--- src/rtl/mux_2x1_arbiter.sv ---
// Round-robin arbiter for two requesters sharing a 2:1 mux. The grant state drives
// the select, and the selected word is registered with a valid tag.
module mux_2x1_arbiter #(
  parameter int DATA_WIDTH = 4,
  parameter int MAX_BURST  = 4
) (
  input  logic                  CLK,
  input  logic                  RSTn,
  input  logic                  REQ0,
  input  logic                  REQ1,
  input  logic [DATA_WIDTH-1:0] I0,
  input  logic [DATA_WIDTH-1:0] I1,
  output logic                  GNT0,
  output logic                  GNT1,
  output logic                  SEL,
  output logic [DATA_WIDTH-1:0] OUT,
  output logic                  OUT_VALID
);

  localparam int BW = $clog2(MAX_BURST + 1);
  localparam logic [BW-1:0] BURST_LAST = BW'(MAX_BURST - 1);

  typedef enum logic [1:0] {
    IDLE   = 2'd0,
    GRANT0 = 2'd1,
    GRANT1 = 2'd2
  } state_e;

  state_e                  state_q, state_d;
  logic [BW-1:0]           burst_cnt_q, burst_cnt_d;
  logic                    last_q, last_d;
  logic                    sel_q, sel_d;
  logic [DATA_WIDTH-1:0]   out_q, out_d;
  logic                    out_valid_q, out_valid_d;
  logic                    transfer;

  always_comb begin
    state_d  = state_q;
    transfer = 1'b0;
    case (state_q)
      IDLE: begin
        // On a tie, the side that was not granted last wins.
        if (REQ0 && REQ1)  state_d = last_q ? GRANT0 : GRANT1;
        else if (REQ0)     state_d = GRANT0;
        else if (REQ1)     state_d = GRANT1;
      end
      GRANT0: begin
        transfer = REQ0;
        if (!REQ0)                                   state_d = REQ1 ? GRANT1 : IDLE;
        else if (burst_cnt_q == BURST_LAST && REQ1)  state_d = GRANT1;
      end
      GRANT1: begin
        transfer = REQ1;
        if (!REQ1)                                   state_d = REQ0 ? GRANT0 : IDLE;
        else if (burst_cnt_q == BURST_LAST && REQ0)  state_d = GRANT0;
      end
      default: state_d = IDLE;
    endcase
  end

  always_comb begin
    burst_cnt_d = burst_cnt_q;
    last_d      = last_q;
    sel_d       = sel_q;
    out_d       = out_q;
    out_valid_d = transfer;
    // The count saturates one short of the limit so a late request from the other side switches on the next transfer.
    if (state_d != state_q)                          burst_cnt_d = '0;
    else if (transfer && burst_cnt_q != BURST_LAST)  burst_cnt_d = burst_cnt_q + BW'(1);
    if (state_d == GRANT0) begin
      last_d = 1'b0;
      sel_d  = 1'b0;
    end else if (state_d == GRANT1) begin
      last_d = 1'b1;
      sel_d  = 1'b1;
    end
    if (transfer) out_d = sel_q ? I1 : I0;
  end

  always_ff @(posedge CLK or negedge RSTn) begin
    if (!RSTn) begin
      state_q     <= IDLE;
      burst_cnt_q <= '0;
      last_q      <= 1'b1;
      sel_q       <= 1'b0;
      out_q       <= '0;
      out_valid_q <= 1'b0;
    end else begin
      state_q     <= state_d;
      burst_cnt_q <= burst_cnt_d;
      last_q      <= last_d;
      sel_q       <= sel_d;
      out_q       <= out_d;
      out_valid_q <= out_valid_d;
    end
  end

  assign GNT0      = (state_q == GRANT0);
  assign GNT1      = (state_q == GRANT1);
  assign SEL       = sel_q;
  assign OUT       = out_q;
  assign OUT_VALID = out_valid_q;

endmodule

--- config.mk ---
export PLATFORM = sky130hd
export DESIGN_NAME = mux_2x1_arbiter
export DESIGN_NICKNAME = d
export VERILOG_FILES = /design/src/rtl/mux_2x1_arbiter.sv
export SDC_FILE = /design/constraint.sdc
export NUM_CORES = 1
export LEC_CHECK = 0
export ABC_AREA = 1
export CORE_MARGIN = 5
export CORE_UTILIZATION = 50
export CTS_BUF_LIST = sky130_fd_sc_hd__clkbuf_8
export DETAILED_ROUTE_END_ITERATION = 7
export PLACE_DENSITY = 0.81
export SLEW_MARGIN = 30
export SYNTH_ARGS = -nofsm -noshare
export SYNTH_HDL_FRONTEND = slang
export SYNTH_SLANG_ARGS = --single-unit
--- constraint.sdc ---
create_clock -name CLK -period 3.7 [get_ports CLK]
set_input_delay 0.37 -clock CLK [delete_from_list [all_inputs] [get_ports CLK]]
set_output_delay 0.37 -clock CLK [all_outputs]
set_load 0.005 [all_outputs]
Yosys cells after proc, flatten, opt, wreduce, memory -nomap -nowiden --
Index checks and enable logic that the tools add are counted.
Word-level totals: register bits 12, bits in latches 0, bits in writable memories 0, memory bits (read-only) 0, bits of input ports 12, logic and storage cells 38, memories kept 0
Cells by class: add/sub/neg operators 1, $mul 0, div/mod/pow operators 0, order comparisons 0, equal/unequal tests 7, shift operators 0, mux-type cells 17, bitwise gates (word level) 0, reductions and logical operators 7
Operator list (count):
- $mux W2 | 9
- $mux W3 | 2
- $pmux W2 S3 | 1
- $eq A2 B1 Y1 const B | 2
- $eq A2 B2 Y1 const B | 2
- $logic_and A1 B1 Y1 | 4
- $mux W4 | 1
- $reduce_bool A2 Y1 | 2
- $add A3 B1 Y3 const B | 1
- $eq A3 B2 Y1 const B | 1
- $mux W1 | 3
- $ne A3 B2 Y1 const B | 1
- $logic_not A2 Y1 | 1
- $ne A2 B2 Y1 | 1
- $pmux W1 S2 | 1

Logic depth before layout (Yosys ltp) --
Gate-level depths: netlist (run 1).
word-level depth 8, mapped depth 11, gate-level depth less buffers 11

Worst setup path after synthesis (run 1) --
OpenSTA, ideal clock, no wires.
path kind reg-to-reg, start point reg burst_cnt_q[0], end point reg sel_q, in the netlist SEL, setup time 0.065 ns, arrival time 1.784 ns, path slack 1.851 ns, cell stages (with the launch flop) 12, clock period less this slack 1.849 ns, cells stage by stage dfrtp_1 ha_1 ha_1 nand2_1 nand3_1 nand2_1 nand3_1 nand2_1 inv_1 ha_1 or2_2 nand2_1
On the way: longest elaborated chain between the ends 7, elaborated cells on any way between the ends 12, classes of those cells eq/ne: 3; mux: 6; reduce/logical: 3
RTL lines:
- start: declaration | line 30 | logic [BW-1:0] burst_cnt_q, burst_cnt_d;
- start signal: assignment | line 90 | burst_cnt_q <= burst_cnt_d;
- $eq A3 B2 Y1 (*) | line 50, 55
- $logic_and A1 B1 Y1, on equally long branches | line 55, 50
- $mux W2, on equally long branches | line 55, 50
- $mux W2, on equally long branches | line 54, 49
- $pmux W2 S3 (*) | line 40 | case (state_q)
- via state_d[0] | line 29 | state_e state_q, state_d;
- $eq A2 B1 Y1 or $eq A2 B2 Y1 (tied branches) | line 70, 73
- $mux W1 or $reduce_bool A2 Y1 (tied branches)
- end signal: assignment | line 92 | sel_q <= sel_d;
- end: declaration | line 32 | logic sel_q, sel_d;
The timed path passes the listed nets; every way through them passes the cells marked *. A chain may end at the register's enable or synchronous reset.

Worst setup path after layout (run 1) --
start point in REQ0, end point reg sel_q, in the netlist SEL
On the way: longest elaborated chain between the ends 6, elaborated cells on any way between the ends 13, classes of those cells eq/ne: 2; mux: 8; reduce/logical: 3
RTL lines:
- start: declaration | line 9 | input logic REQ0,
- $logic_and A1 B1 Y1 | line 55 | else if (burst_cnt_q == BURST_LAST && REQ0) state_d = GRANT0;
- $mux W2 | line 55
- $mux W2 | line 54 | if (!REQ1) state_d = REQ0 ? GRANT0 : IDLE;
- $pmux W2 S3 (*) | line 40
- via state_d[0] | line 29
- $eq A2 B1 Y1 or $eq A2 B2 Y1 (tied branches) | line 70, 73
- $mux W1 or $reduce_bool A2 Y1 (tied branches)
Marks and branches as above.

==> results of run 1 <==
## final cells by class
cell class / count / area, um2
fillers: 122 / 464
multi-input cells: 66 / 395
flip-flops and latches: 12 / 302
repair buffers: 19 / 190
clock buffers: 4 / 55.1
inverters: 12 / 45.0
well taps: 16 / 20.0
## routing by layer
metal  part of all wire (%)  global-route usage, %  vias to the layer above
met5                      0                      0                        -
met3                    7.2                   3.98                        2
met4                   0.66                   4.04                        0
li1                       -                      -                      334
met1                     42                   14.0                      291
met2                     50                   26.7                       25
## kinds of logic (layout without fill, tap and decap cells)
kind of cell / Yosys count / in the layout
AOI/OAI and AO/OA: 6 / 6
xor gates and xnor gates: 1 / 1
adders and majority gates: 7 / 7
buffers and inverters: 14 / 35
DFF: 12 / 12
muxes: 4 / 4
and+or+nand+nor: 48 / 48
## final timing paths
path                                 from             end  slack [ns]  cells past startpoint
max                                  REQ0             SEL        1.70                     10
max in group asynchronous            RSTn          last_q        2.85                      1
max reg2reg                burst_cnt_q[0]             SEL        1.71                     11
min                                last_q          last_q        0.47                      2
min reg2reg                        last_q          last_q        0.47                      2
min in group asynchronous            RSTn  burst_cnt_q[1]        0.48                      1
## layout by cell type, fill, tap and decap left out
| master | instances |
|---|---|
| sky130_fd_sc_hd__dfstp_2 | 1 |
| sky130_fd_sc_hd__nand3_2 | 2 |
| sky130_fd_sc_hd__clkbuf_8 | 4 |
| sky130_fd_sc_hd__inv_1 | 12 |
| sky130_fd_sc_hd__nand3_1 | 6 |
| sky130_fd_sc_hd__xor2_1 | 1 |
| sky130_fd_sc_hd__o21ai_0 | 1 |
| sky130_fd_sc_hd__clkdlybuf4s50_1 | 19 |
| sky130_fd_sc_hd__nor2_1 | 10 |
| sky130_fd_sc_hd__nand2_2 | 6 |
| sky130_fd_sc_hd__mux2i_1 | 4 |
| sky130_fd_sc_hd__or2_2 | 1 |
| sky130_fd_sc_hd__ha_1 | 7 |
| sky130_fd_sc_hd__dfrtp_1 | 11 |
| sky130_fd_sc_hd__a21boi_2 | 1 |
| sky130_fd_sc_hd__a21oi_1 | 4 |
| sky130_fd_sc_hd__nand2_1 | 21 |
| sky130_fd_sc_hd__nand4_1 | 2 |
## worst max-delay path, cell delays in order
cell                              delay (ns)
sky130_fd_sc_hd__clkdlybuf4s50_1        0.51
sky130_fd_sc_hd__nor2_1                 0.25
sky130_fd_sc_hd__nand2_1                0.07
sky130_fd_sc_hd__nand3_1                0.07
sky130_fd_sc_hd__nand3_1                0.08
sky130_fd_sc_hd__nand2_1                0.08
sky130_fd_sc_hd__inv_1                  0.06
sky130_fd_sc_hd__ha_1                   0.32
sky130_fd_sc_hd__or2_2                  0.29
sky130_fd_sc_hd__nand2_1                0.07
## report_power, final
part	total [mW]	internal, mW	switching (mW)
combinational	0.398	0.198	0.201
clock	0.138	0.0937	0.0439
sequential	0.237	0.190	0.0472
total	0.773	0.481	0.292
## state kept, by name (all words and copies together) (netlist names)
signal,cells
OUT,4
OUT_VALID,1
state_q,2
SEL,1
burst_cnt_q,3
last_q,1
## through the flow
stage | power [mW] | util (%) | cell area, um2
2_1_floorplan | 0.495 | - | 757
3_3_place_gp | 0.620 | 64.7 | 952
3_5_place_dp | 0.641 | 64.7 | 952
4_1_cts | 0.786 | 68.5 | 1010
5_1_grt | 0.845 | 68.5 | 1010
6_report | 0.773 | 68.5 | 1010
==> out/metrics.json, run 1 <==
{
  "placeableCoreArea_mm2": 0.00147,
  "portion_of_the_clock_cycle_consumed_by_the_worst_path_in_the_final_layout_pct": 54.0,
  "ir_worst_vdd_mv": 0.547,
  "layout-drive-gt1-share_pct": 13.3,
  "synth_cell_type_count": 18,
  "initial_utilization_pct": 51.4,
  "min-delay-path-class": "reg2reg",
  "antennaDiodeCount": 0,
  "htreeDepth": 1,
  "rows": 14,
  "boundaryPins": 20,
  "final-setup-viol-count": 0,
  "tightestPinTransition_ns": 0.525,
  "place.gp.congestion": 0.867,
  "max_cap_viol_count": 0,
  "placedCellCount": 125,
  "critPathCaptureType": "flop",
  "synth.mux.area_fraction_pct": 5.29,
  "grt_first_pass_wirelength_um": 2680,
  "cts_resized": 0,
  "via_count": 652,
  "grt_overflow_total": 0,
  "timing.setup.critical_path_class": "in2reg",
  "first_global_vias": 683,
  "firstDrtPassIters": 4,
  "synth_edf_count": 0,
  "postSynthCellCount": 92,
  "final_cells": 129,
  "postSynthAreaPerCell_um2": 8.23,
  "drc": 0,
  "postCtsSetupRepairBufs": 0,
  "average_vias_per_placed_instance": 5.05,
  "clock_insertion_delay_worst_skew_ns": 0.23,
  "grtUsageTotal_pct": 13.9,
  "ys_top_cells_by_count": "21 x sky130_fd_sc_hd__nand2_1, 12 x sky130_fd_sc_hd__inv_1, 11 x sky130_fd_sc_hd__dfrtp_1",
  "synth_top_cell_by_area": "sky130_fd_sc_hd__dfrtp_1",
  "syn-cell-area_um2": 757,
  "net_count_reported_at_finish": 133,
  "synth-main-ff-cell": "sky130_fd_sc_hd__dfrtp_1",
  "areaGrowthSynthToFinish_pct": 33.1,
  "whs_ns": 0.469,
  "synth_compound_gate_area_share_pct": 4.79,
  "yosys.cell_count.top_type": "sky130_fd_sc_hd__nand2_1",
  "asyncSetResetFlopFracSynth_pct": 100,
  "synth_top_area_share_pct": 36.4,
  "tritoncts.num_buffers": 3,
  "critical_path.max_fanout": 7,
  "grt_setup_unrepaired": "no",
  "antenna_found_initial": 0,
  "grt_max_degree": 13,
  "combinational_family_with_the_most_area_after_synthesis": "simple AND/OR/NAND/NOR gates",
  "synth.top_cells.by_area": "sky130_fd_sc_hd__dfrtp_1 36%, sky130_fd_sc_hd__ha_1 12%, sky130_fd_sc_hd__nand2_1 10%",
  "report.final.hold_viol_count": 0,
  "timing.final.max_slew_violations": 0,
  "yosysWarningCount": 0,
  "placement.setup.worst_slack_ns": 1.46,
  "critical_path_required_ns": 3.87,
  "die_area_mm2": 0.00239,
  "yosys_register_bits": 12,
  "first_iter_violations": 14,
  "finalClockSkew_ns": 0.00411,
  "post_synth_fa_ha_maj_area_fraction_pct": 11.6,
  "maxClockFrequency_mhz": 500,
  "timing.final.crit_period_ns": 2.00,
  "clk_root_buffer_cell": "sky130_fd_sc_hd__clkbuf_8",
  "synth_simple_gate_area_share_pct": 29.4,
  "routedWlPerCell_um": 11.7,
  "yosys.area_share.xor_xnor_pct": 1.16,
  "placed_wire_length_estimate_um": 1200,
  "critical_path.startpoint_type": "input port",
  "postLayoutSetupSlackWorst_ns": 1.70,
  "p_leak_nw": 0.487,
  "postCtsHoldBufs": 0,
  "power_density_mw_per_mm2": 767,
  "fp.dieH_um": 48.9,
  "antenna_left": 0,
  "crit_path_dat_ns": 2.17,
  "mappedNetlistNets": 111,
  "sequential_fraction_of_the_synthesis_area_pct": 39.8,
  "count_of_buffers_from_port_buffering": 19,
  "tns_ns": 0,
  "cts_num_sinks": 12,
  "cts.reportedPaths.clkPinSlew_ns": 0.05,
  "die_w_um": 48.9,
  "clk_path_buf_depth": 2,
  "status": "finished, final reports clean",
  "drt_wl_total_um": 1500,
  "tritoncts_clock_tree": "done",
  "max-slew-margin-rel_pct": 64.9
}
Power figures use the tool's default switching activity.
==> inputs of run 2 (changes only) <==
--- a/config.mk
+++ b/config.mk
@@ -7,10 +7,10 @@
 export LEC_CHECK = 0
 export ABC_AREA = 1
 export CORE_MARGIN = 5
-export CORE_UTILIZATION = 50
+export CORE_UTILIZATION = 49
 export CTS_BUF_LIST = sky130_fd_sc_hd__clkbuf_8
 export DETAILED_ROUTE_END_ITERATION = 7
-export PLACE_DENSITY = 0.81
+export PLACE_DENSITY = 0.8
 export SLEW_MARGIN = 30
 export SYNTH_ARGS = -nofsm -noshare
 export SYNTH_HDL_FRONTEND = slang
==> constraint.sdc (replaced) <==
create_clock -name CLK -period 2 [get_ports CLK]
set_input_delay 0.2 -clock CLK [delete_from_list [all_inputs] [get_ports CLK]]
set_output_delay 0.2 -clock CLK [all_outputs]
set_load 0.005 [all_outputs]
==> out/metrics.json, run 2 (synthesis gave the netlist of run 1 again) <==
{
  "max-slew-margin-rel": {"value": 66.8, "unit": "%", "change": "was 64.9%"},
  "via_count": {"value": 669, "change": "was 652"},
  "seq_power_share": {"value": 29.2, "unit": "%", "change": "was 30.6%"},
  "placed_wire_length_estimate": {"value": 1220, "unit": "um", "change": "was 1200 um"},
  "swShare": {"value": 37.9, "unit": "%", "change": "was 37.8%"},
  "routedWlPerCell": {"value": 11.4, "unit": "um", "change": "was 11.7 um"},
  "die_area": {"value": 0.00243, "unit": "mm2", "change": "was 0.00239 mm2"},
  "timing.final.max_slew_violations": {"value": 0, "change": "unchanged"},
  "placedCellCount": {"value": 127, "change": "was 125"},
  "cts_num_sinks": {"value": 12, "change": "unchanged"},
  "max_ffs_per_register": {"value": 4, "change": "unchanged"},
  "placeableCoreArea": {"value": 0.00149, "unit": "mm2", "change": "was 0.00147 mm2"},
  "critical_path.max_fanout": {"value": 3, "change": "was 7"},
  "antennaDiodeCount": {"value": 0, "change": "unchanged"},
  "grt_first_pass_wirelength": {"value": 2650, "unit": "um", "change": "was 2680 um"},
  "cells_along_the_critical_path": {"value": "ha_2, ha_2, nand2_1, nand3_1, nand2_1, nand3_1, nand2_2, inv_2, ha_4, or2_2, nand2_1", "change": "was clkdlybuf4s50_1, nor2_1, nand2_1, nand3_1, nand3_1, nand2_1, inv_1, ha_1, or2_2, nand2_1"},
  "status": {"value": "finished, final reports clean", "change": "unchanged"},
  "layout_commonest_cell": {"value": "sky130_fd_sc_hd__nand2_1", "change": "unchanged"},
  "rows": {"value": 14, "change": "unchanged"},
  "clk_path_buf_depth": {"value": 2, "change": "unchanged"},
  "tritoncts.num_buffers": {"value": 3, "change": "unchanged"},
  "layout-drive-gt1-share": {"value": 23.1, "unit": "%", "change": "was 13.3%"},
  "critical_path_required": {"value": 2.18, "unit": "ns", "change": "was 3.87 ns"},
  "timing.setup.critical_path_class": {"value": "reg2reg", "change": "was in2reg"},
  "cpMaxStageDelayCell": {"value": "sky130_fd_sc_hd__dfrtp_1", "change": "was sky130_fd_sc_hd__clkdlybuf4s50_1"},
  "max_cap_viol_count": {"value": 0, "change": "unchanged"},
  "antenna_left": {"value": 0, "change": "unchanged"},
  "crit_path_dat": {"value": 2.06, "unit": "ns", "change": "was 2.17 ns"},
  "cts.reportedPaths.clkPinSlew": {"value": 0.05, "unit": "ns", "change": "about the same"},
  "power.share.combinational": {"value": 53.6, "unit": "%", "change": "was 51.6%"},
  "critPathCaptureType": {"value": "flop", "change": "unchanged"},
  "boundaryPins": {"value": 20, "change": "unchanged"},
  "p_leak": {"value": 0.500, "unit": "nW", "change": "was 0.487 nW"},
  "first_iter_violations": {"value": 8, "change": "was 14"},
  "fp.dieH": {"value": 49.3, "unit": "um", "change": "was 48.9 um"},
  "place.gp.congestion": {"value": 0.815, "change": "was 0.867"},
  "grt_overflow_total": {"value": 0, "change": "unchanged"},
  "worst-r2r-setup-slack": {"value": 0.11, "unit": "ns", "change": "was 1.71 ns"},
  "net_count_reported_at_finish": {"value": 137, "change": "was 133"},
  "final_cells": {"value": 133, "change": "was 129"},
  "firstDrtPassIters": {"value": 4, "change": "unchanged"},
  "fillerInstances": {"value": 121, "change": "was 122"},
  "die_w": {"value": 49.3, "unit": "um", "change": "was 48.9 um"},
  "clock_insertion_delay_worst_skew": {"value": 0.24, "unit": "ns", "change": "was 0.23 ns"},
  "htreeDepth": {"value": 1, "change": "unchanged"},
  "postCtsHoldBufs": {"value": 0, "change": "unchanged"},
  "first_global_vias": {"value": 656, "change": "was 683"},
  "internal_power": {"value": 0.939, "unit": "mW", "change": "was 0.481 mW"},
  "timing.final.crit_period_ns": 1.89,
  "count_of_buffers_from_port_buffering": {"value": 19, "change": "unchanged"},
  "crit_path_frequent_cell": {"value": "sky130_fd_sc_hd__nand2_1", "change": "unchanged"},
  "max_stage_delay": {"value": 0.39, "unit": "ns", "change": "was 0.51 ns"},
  "rr_startpoint": {"value": "burst_cnt_q[0]", "change": "unchanged"},
  "final-setup-viol-count": {"value": 0, "change": "unchanged"},
  "crit_family": {"value": "simple AND/OR/NAND/NOR gates", "change": "unchanged"},
  "finalClockSkew": {"value": 0.00215, "unit": "ns", "change": "was 0.00411 ns"},
  "antenna_found_initial": {"value": 0, "change": "unchanged"},
  "r2r_cells": {"value": 11, "change": "unchanged"},
  "layout.cells.most_common_list": {"value": "20 x sky130_fd_sc_hd__nand2_1, 19 x sky130_fd_sc_hd__clkdlybuf4s50_1, 11 x sky130_fd_sc_hd__dfrtp_1", "change": "was 21 x sky130_fd_sc_hd__nand2_1, 19 x sky130_fd_sc_hd__clkdlybuf4s50_1, 12 x sky130_fd_sc_hd__inv_1"},
  "areaGrowthSynthToFinish": {"value": 40.0, "unit": "%", "change": "was 33.1%"},
  "min-delay-path-class": {"value": "in2async", "change": "was reg2reg"},
  "tightestPinTransition": {"value": 0.496, "unit": "ns", "change": "was 0.525 ns"},
  "initial_utilization": {"value": 50.8, "unit": "%", "change": "was 51.4%"},
  "power_density": {"value": 1430, "unit": "mW/mm2", "change": "was 767 mW/mm2"},
  "ir_worst_vdd": {"value": 0.939, "unit": "mV", "change": "was 0.547 mV"},
  "tritoncts_clock_tree": {"value": "done", "change": "unchanged"},
  "report.final.hold_viol_count": {"value": 0, "change": "unchanged"},
  "drc": {"value": 0, "change": "unchanged"},
  "clk_root_buffer_cell": {"value": "sky130_fd_sc_hd__clkbuf_8", "change": "unchanged"},
  "grt_max_degree": {"value": 13, "change": "unchanged"},
  "portion_of_the_clock_cycle_consumed_by_the_worst_path_in_the_final_layout_pct": 94.4,
  "critical_path.startpoint_type": {"value": "flop", "change": "was input port"},
  "tns": {"value": 0, "unit": "ns", "change": "unchanged"},
  "pwr-share-clk": {"value": 17.2, "unit": "%", "change": "was 17.8%"},
  "netSwitchingPower": {"value": 0.572, "unit": "mW", "change": "was 0.292 mW"},
  "layout.cell_area.non_filler": {"value": 0.00106, "unit": "mm2", "change": "was 0.00101 mm2"},
  "critical_path_buf_inv_count": {"value": 1, "change": "was 2"},
  "maxClockFrequency_mhz": 530,
  "drt_wl_total": {"value": 1520, "unit": "um", "change": "was 1500 um"},
  "timing.critical_path.from": {"value": "burst_cnt_q[0]", "change": "was REQ0"},
  "detailed_place.area": {"value": 967, "unit": "um2", "change": "was 952 um2"},
  "average_vias_per_placed_instance": {"value": 5.03, "change": "was 5.05"},
  "grtUsageTotal": {"value": 14.1, "unit": "%", "change": "was 13.9%"},
  "critical_path.reg2reg.endpoint": {"value": "SEL", "change": "unchanged"}
}
[run 2: cell count changes in the layout (fill, tap and decap cells not counted)]
| cell | change |
|---|---|
| sky130_fd_sc_hd__buf_4 | +4 |
| sky130_fd_sc_hd__nand2_2 | +1 |
| sky130_fd_sc_hd__ha_1 | -4 |
| sky130_fd_sc_hd__inv_2 | +3 |
| sky130_fd_sc_hd__ha_2 | +3 |
| sky130_fd_sc_hd__inv_1 | -3 |
| sky130_fd_sc_hd__ha_4 | +1 |
| sky130_fd_sc_hd__nand2_1 | -1 |
[run 2: power by group through the flow]
stage	logic, mW	clock network, mW	registers [mW]
2_1_floorplan	0.502	0	0.414
3_3_place_gp	0.722	0	0.439
3_5_place_dp	0.750	0	0.440
4_1_cts	0.765	0.268	0.439
5_1_grt	0.917	0.283	0.461
6_report	0.810	0.260	0.441
[run 2: through the flow]
step	utilization (%)	hold slack, ns	total power [mW]	setup slack [ns]
6_report	71.2	0.293	1.51	0.112
5_1_grt	71.2	0.338	1.66	-0.000949
4_1_cts	69.3	0.306	1.47	0.0257
3_5_place_dp	65.0	0.456	1.19	-0.0654
3_3_place_gp	65.0	0.454	1.16	0.0192
2_1_floorplan	-	-0.0956	0.916	0.151
[run 2: timing repair]
action	in CTS	in global routing
endpoints found under the setup margin	2	2
resized for setup	1	7
buffers inserted	1	1
[run 2: per-layer routing]
layer  vias to the layer above  share of wire, %  routed length (um)  GRT usage (%)
met1                       299                42                 633           15.0
li1                        342                 -                   -              -
met5                         -                 0                   0              0
met2                        24                49                 740           23.6
met3                         4               7.3                 111           3.98
met4                         0               2.3                  35           9.42
[run 2: worst max path at each step]
stage | cells after the start | slack, ns | to
6_report | 11 | 0.11 | SEL
4_1_cts | 11 | 0.03 | SEL
2_1_floorplan | 11 | 0.15 | SEL
3_5_place_dp | 10 | -0.07 | SEL
5_1_grt | 11 | -0.0009 | SEL
3_3_place_gp | 10 | 0.02 | last_q
[run 2: layout make-up]
type                       count  area [um2]  share of cell area (%)
multi-input combinational     66         418                    39.4
sequential                    12         302                    28.5
timing repair buffer          23         220                    20.8
clock buffer                   4        55.1                    5.19
inverter                      12        45.0                    4.25
tap                           16        20.0                    1.89
[run 2: worst reg2reg max path, cell delays in order, from the launching register on]
cell and delay (ns):
sky130_fd_sc_hd__dfrtp_1 0.39, sky130_fd_sc_hd__ha_2 0.19, sky130_fd_sc_hd__ha_2 0.18, sky130_fd_sc_hd__nand2_1 0.09, sky130_fd_sc_hd__nand3_1 0.07, sky130_fd_sc_hd__nand2_1 0.06, sky130_fd_sc_hd__nand3_1 0.10, sky130_fd_sc_hd__nand2_2 0.09
sky130_fd_sc_hd__inv_2 0.05, sky130_fd_sc_hd__ha_4 0.23, sky130_fd_sc_hd__or2_2 0.29, sky130_fd_sc_hd__nand2_1 0.07
==> inputs of run 3 (changes only) <==
--- a/config.mk
+++ b/config.mk
@@ -10,7 +10,7 @@
 export CORE_UTILIZATION = 49
 export CTS_BUF_LIST = sky130_fd_sc_hd__clkbuf_8
 export DETAILED_ROUTE_END_ITERATION = 7
-export PLACE_DENSITY = 0.8
+export PLACE_DENSITY = 0.91
 export SLEW_MARGIN = 30
 export SYNTH_ARGS = -nofsm -noshare
 export SYNTH_HDL_FRONTEND = slang
==> out/metrics.json, run 3 (synthesis gave the netlist of run 1 again) <==
{
  "critical_path.reg2reg.endpoint": {"value": "SEL", "change": "unchanged"},
  "placed_wire_length_estimate": {"value": 1210, "unit": "um", "change": "was 1220 um"},
  "tightestPinTransition": {"value": 0.513, "unit": "ns", "change": "was 0.496 ns"},
  "max_stage_delay": {"value": 0.39, "unit": "ns", "change": "about the same"},
  "power_density": {"value": 1430, "unit": "mW/mm2", "change": "about the same"},
  "initial_utilization": {"value": 50.8, "unit": "%", "change": "unchanged"},
  "ir_worst_vdd": {"value": 0.854, "unit": "mV", "change": "was 0.939 mV"},
  "place.gp.congestion": {"value": 0.845, "change": "was 0.815"},
  "timing.final.crit_period": {"value": 1.89, "unit": "ns", "change": "about the same"},
  "clock_insertion_delay_worst_skew": {"value": 0.24, "unit": "ns", "change": "about the same"},
  "timing.final.max_slew_violations": {"value": 0, "change": "unchanged"},
  "r2r_cells": {"value": 10, "change": "was 11"},
  "timing.setup.critical_path_class": {"value": "reg2reg", "change": "unchanged"},
  "layout-drive-gt1-share": {"value": 21.7, "unit": "%", "change": "was 23.1%"},
  "layout_commonest_cell": {"value": "sky130_fd_sc_hd__nand2_1", "change": "unchanged"},
  "grt_overflow_total": {"value": 0, "change": "unchanged"},
  "rows": {"value": 14, "change": "unchanged"},
  "grt_max_degree": {"value": 13, "change": "unchanged"},
  "fp.dieH": {"value": 49.3, "unit": "um", "change": "unchanged"},
  "net_count_reported_at_finish": {"value": 135, "change": "was 137"},
  "tritoncts.num_buffers": {"value": 3, "change": "unchanged"},
  "report.final.hold_viol_count": {"value": 0, "change": "unchanged"},
  "count_of_buffers_from_port_buffering": {"value": 19, "change": "unchanged"},
  "cpMaxStageDelayCell": {"value": "sky130_fd_sc_hd__dfrtp_1", "change": "unchanged"},
  "htreeDepth": {"value": 1, "change": "unchanged"},
  "critical_path.startpoint_type": {"value": "flop", "change": "unchanged"},
  "critPathCaptureType": {"value": "flop", "change": "unchanged"},
  "firstDrtPassIters": {"value": 4, "change": "unchanged"},
  "die_w": {"value": 49.3, "unit": "um", "change": "unchanged"},
  "antenna_found_initial": {"value": 0, "change": "unchanged"},
  "crit_family": {"value": "simple AND/OR/NAND/NOR gates", "change": "unchanged"},
  "p_leak": {"value": 0.495, "unit": "nW", "change": "was 0.500 nW"},
  "placeableCoreArea": {"value": 0.00149, "unit": "mm2", "change": "unchanged"},
  "final-setup-viol-count": {"value": 0, "change": "unchanged"},
  "globalRouteMet2Util": {"value": 21.9, "unit": "%", "change": "was 23.6%"},
  "groute.layer.met3.usage": {"value": 5.50, "unit": "%", "change": "was 3.98%"},
  "cells_along_the_critical_path": {"value": "ha_2, ha_2, nand2_1, nand4_1, nand3_2, nand2_2, inv_1, ha_4, or2_2, nand2_1", "change": "was ha_2, ha_2, nand2_1, nand3_1, nand2_1, nand3_1, nand2_2, inv_2, ha_4, or2_2, nand2_1"},
  "final_core_util": {"value": 70.5, "unit": "%", "change": "was 71.2%"},
  "cp.depth": {"value": 10, "change": "was 11"},
  "status": {"value": "finished, final reports clean", "change": "unchanged"},
  "drc": {"value": 0, "change": "unchanged"},
  "cts_num_sinks": {"value": 12, "change": "unchanged"},
  "critical_path_buf_inv_count": {"value": 1, "change": "unchanged"},
  "routedWlPerCell": {"value": 12.2, "unit": "um", "change": "was 11.4 um"},
  "boundaryPins": {"value": 20, "change": "unchanged"},
  "clk_root_buffer_cell": {"value": "sky130_fd_sc_hd__clkbuf_8", "change": "unchanged"},
  "timing.critical_path.from": {"value": "burst_cnt_q[0]", "change": "unchanged"},
  "grt_first_pass_wirelength": {"value": 2640, "unit": "um", "change": "was 2650 um"},
  "drt_wl_total": {"value": 1600, "unit": "um", "change": "was 1520 um"},
  "average_vias_per_placed_instance": {"value": 5.19, "change": "was 5.03"},
  "tritoncts_clock_tree": {"value": "done", "change": "unchanged"},
  "rr_startpoint": {"value": "burst_cnt_q[0]", "change": "unchanged"},
  "max_ffs_per_register": {"value": 4, "change": "unchanged"},
  "die_area": {"value": 0.00243, "unit": "mm2", "change": "unchanged"},
  "via_count": {"value": 680, "change": "was 669"},
  "layout.cells.most_common_list": {"value": "20 x sky130_fd_sc_hd__nand2_1, 19 x sky130_fd_sc_hd__clkdlybuf4s50_1, 11 x sky130_fd_sc_hd__dfrtp_1", "change": "unchanged"},
  "first_iter_violations": {"value": 6, "change": "was 8"},
  "finalClockSkew": {"value": 0.00280, "unit": "ns", "change": "was 0.00215 ns"},
  "critical_path.max_fanout": {"value": 3, "change": "unchanged"},
  "tns": {"value": 0, "unit": "ns", "change": "unchanged"},
  "crit_path_end": {"value": "SEL", "change": "unchanged"},
  "antenna_left": {"value": 0, "change": "unchanged"},
  "worst-r2r-setup-slack": {"value": 0.11, "unit": "ns", "change": "about the same"},
  "max_cap_viol_count": {"value": 0, "change": "unchanged"},
  "clk_path_buf_depth": {"value": 2, "change": "unchanged"},
  "grtUsageTotal": {"value": 14.2, "unit": "%", "change": "was 14.1%"},
  "areaGrowthSynthToFinish": {"value": 38.7, "unit": "%", "change": "was 40.0%"},
  "maxClockFrequency": {"value": 529, "unit": "MHz", "change": "was 530 MHz"},
  "max-slew-margin-rel": {"value": 65.7, "unit": "%", "change": "was 66.8%"},
  "grtUsageMet1": {"value": 15.1, "unit": "%", "change": "was 15.0%"},
  "cts.reportedPaths.clkPinSlew": {"value": 0.05, "unit": "ns", "change": "about the same"},
  "crit_path_dat": {"value": 2.07, "unit": "ns", "change": "was 2.06 ns"},
  "grt_setup_unrepaired": "no",
  "min-delay-path-class": {"value": "in2async", "change": "unchanged"},
  "busiest_layer_in_global_routing": {"value": "met2", "change": "unchanged"},
  "first_global_vias": {"value": 671, "change": "was 656"},
  "portion_of_the_clock_cycle_consumed_by_the_worst_path_in_the_final_layout": {"value": 94.5, "unit": "%", "change": "was 94.4%"},
  "antennaDiodeCount": {"value": 0, "change": "unchanged"},
  "critical_path_required": {"value": 2.18, "unit": "ns", "change": "about the same"}
}
[run 3: layer usage]
metal / vias up / part of all wire, %
met5: - / 0
met1: 315 / 41
met2: 25 / 47
met4: 0 / 2.6
met3: 4 / 9.0
li1: 336 / -
[run 3: cell type report]
cell class,instances,area (um2)
fillers,107,439
clock buffers,4,55.1
multi-input cells,66,423
inverters,12,45.0
flip-flops and latches,12,302
repair buffers,21,205
well taps,16,20.0
[run 3: worst register-to-register path: cells and delay by family, from the launching register on]
| family | cells | cell delay (ns) |
|---|---|---|
| AND/OR/NAND/NOR | 6 | 0.76 |
| adder cells (fa/ha/maj) | 3 | 0.58 |
| buffers and inverters | 1 | 0.10 |
| flip-flops | 1 | 0.39 |
[run 3: per-stage QoR]
step / hold slack (ns) / instance area [um2] / total power, mW / std cells / setup slack [ns]
floorplan: -0.0956 / 757 / 0.916 / 92 / 0.151
global placement: 0.455 / 967 / 1.15 / 127 / 0.0696
detailed placement: 0.460 / 967 / 1.18 / 127 / 0.00340
CTS: 0.327 / 1020 / 1.46 / 131 / 0.00498
global route: 0.335 / 1050 / 1.64 / 131 / 0.00833
finish: 0.304 / 1050 / 1.50 / 131 / 0.110
[run 3: worst min path at each step]
stage / end / cells after the start
floorplan: OUT[0] / 0
global placement: last_q / 2
detailed placement: last_q / 2
CTS: OUT[0] / 1
global route: SEL / 1
finish: SEL / 1
[run 3: power by group]
part | internal [mW] | switching (mW) | total (mW)
sequential | 0.351 | 0.0933 | 0.444
clock | 0.174 | 0.0861 | 0.260
combinational | 0.404 | 0.393 | 0.797
[run 3: timing repair]
item,4_1_cts,5_1_grt
endpoints found under the hold margin,0,0
hold buffers,0,0
resized for setup,0,8
setup endpoints to repair,0,2
setup buffers,0,0
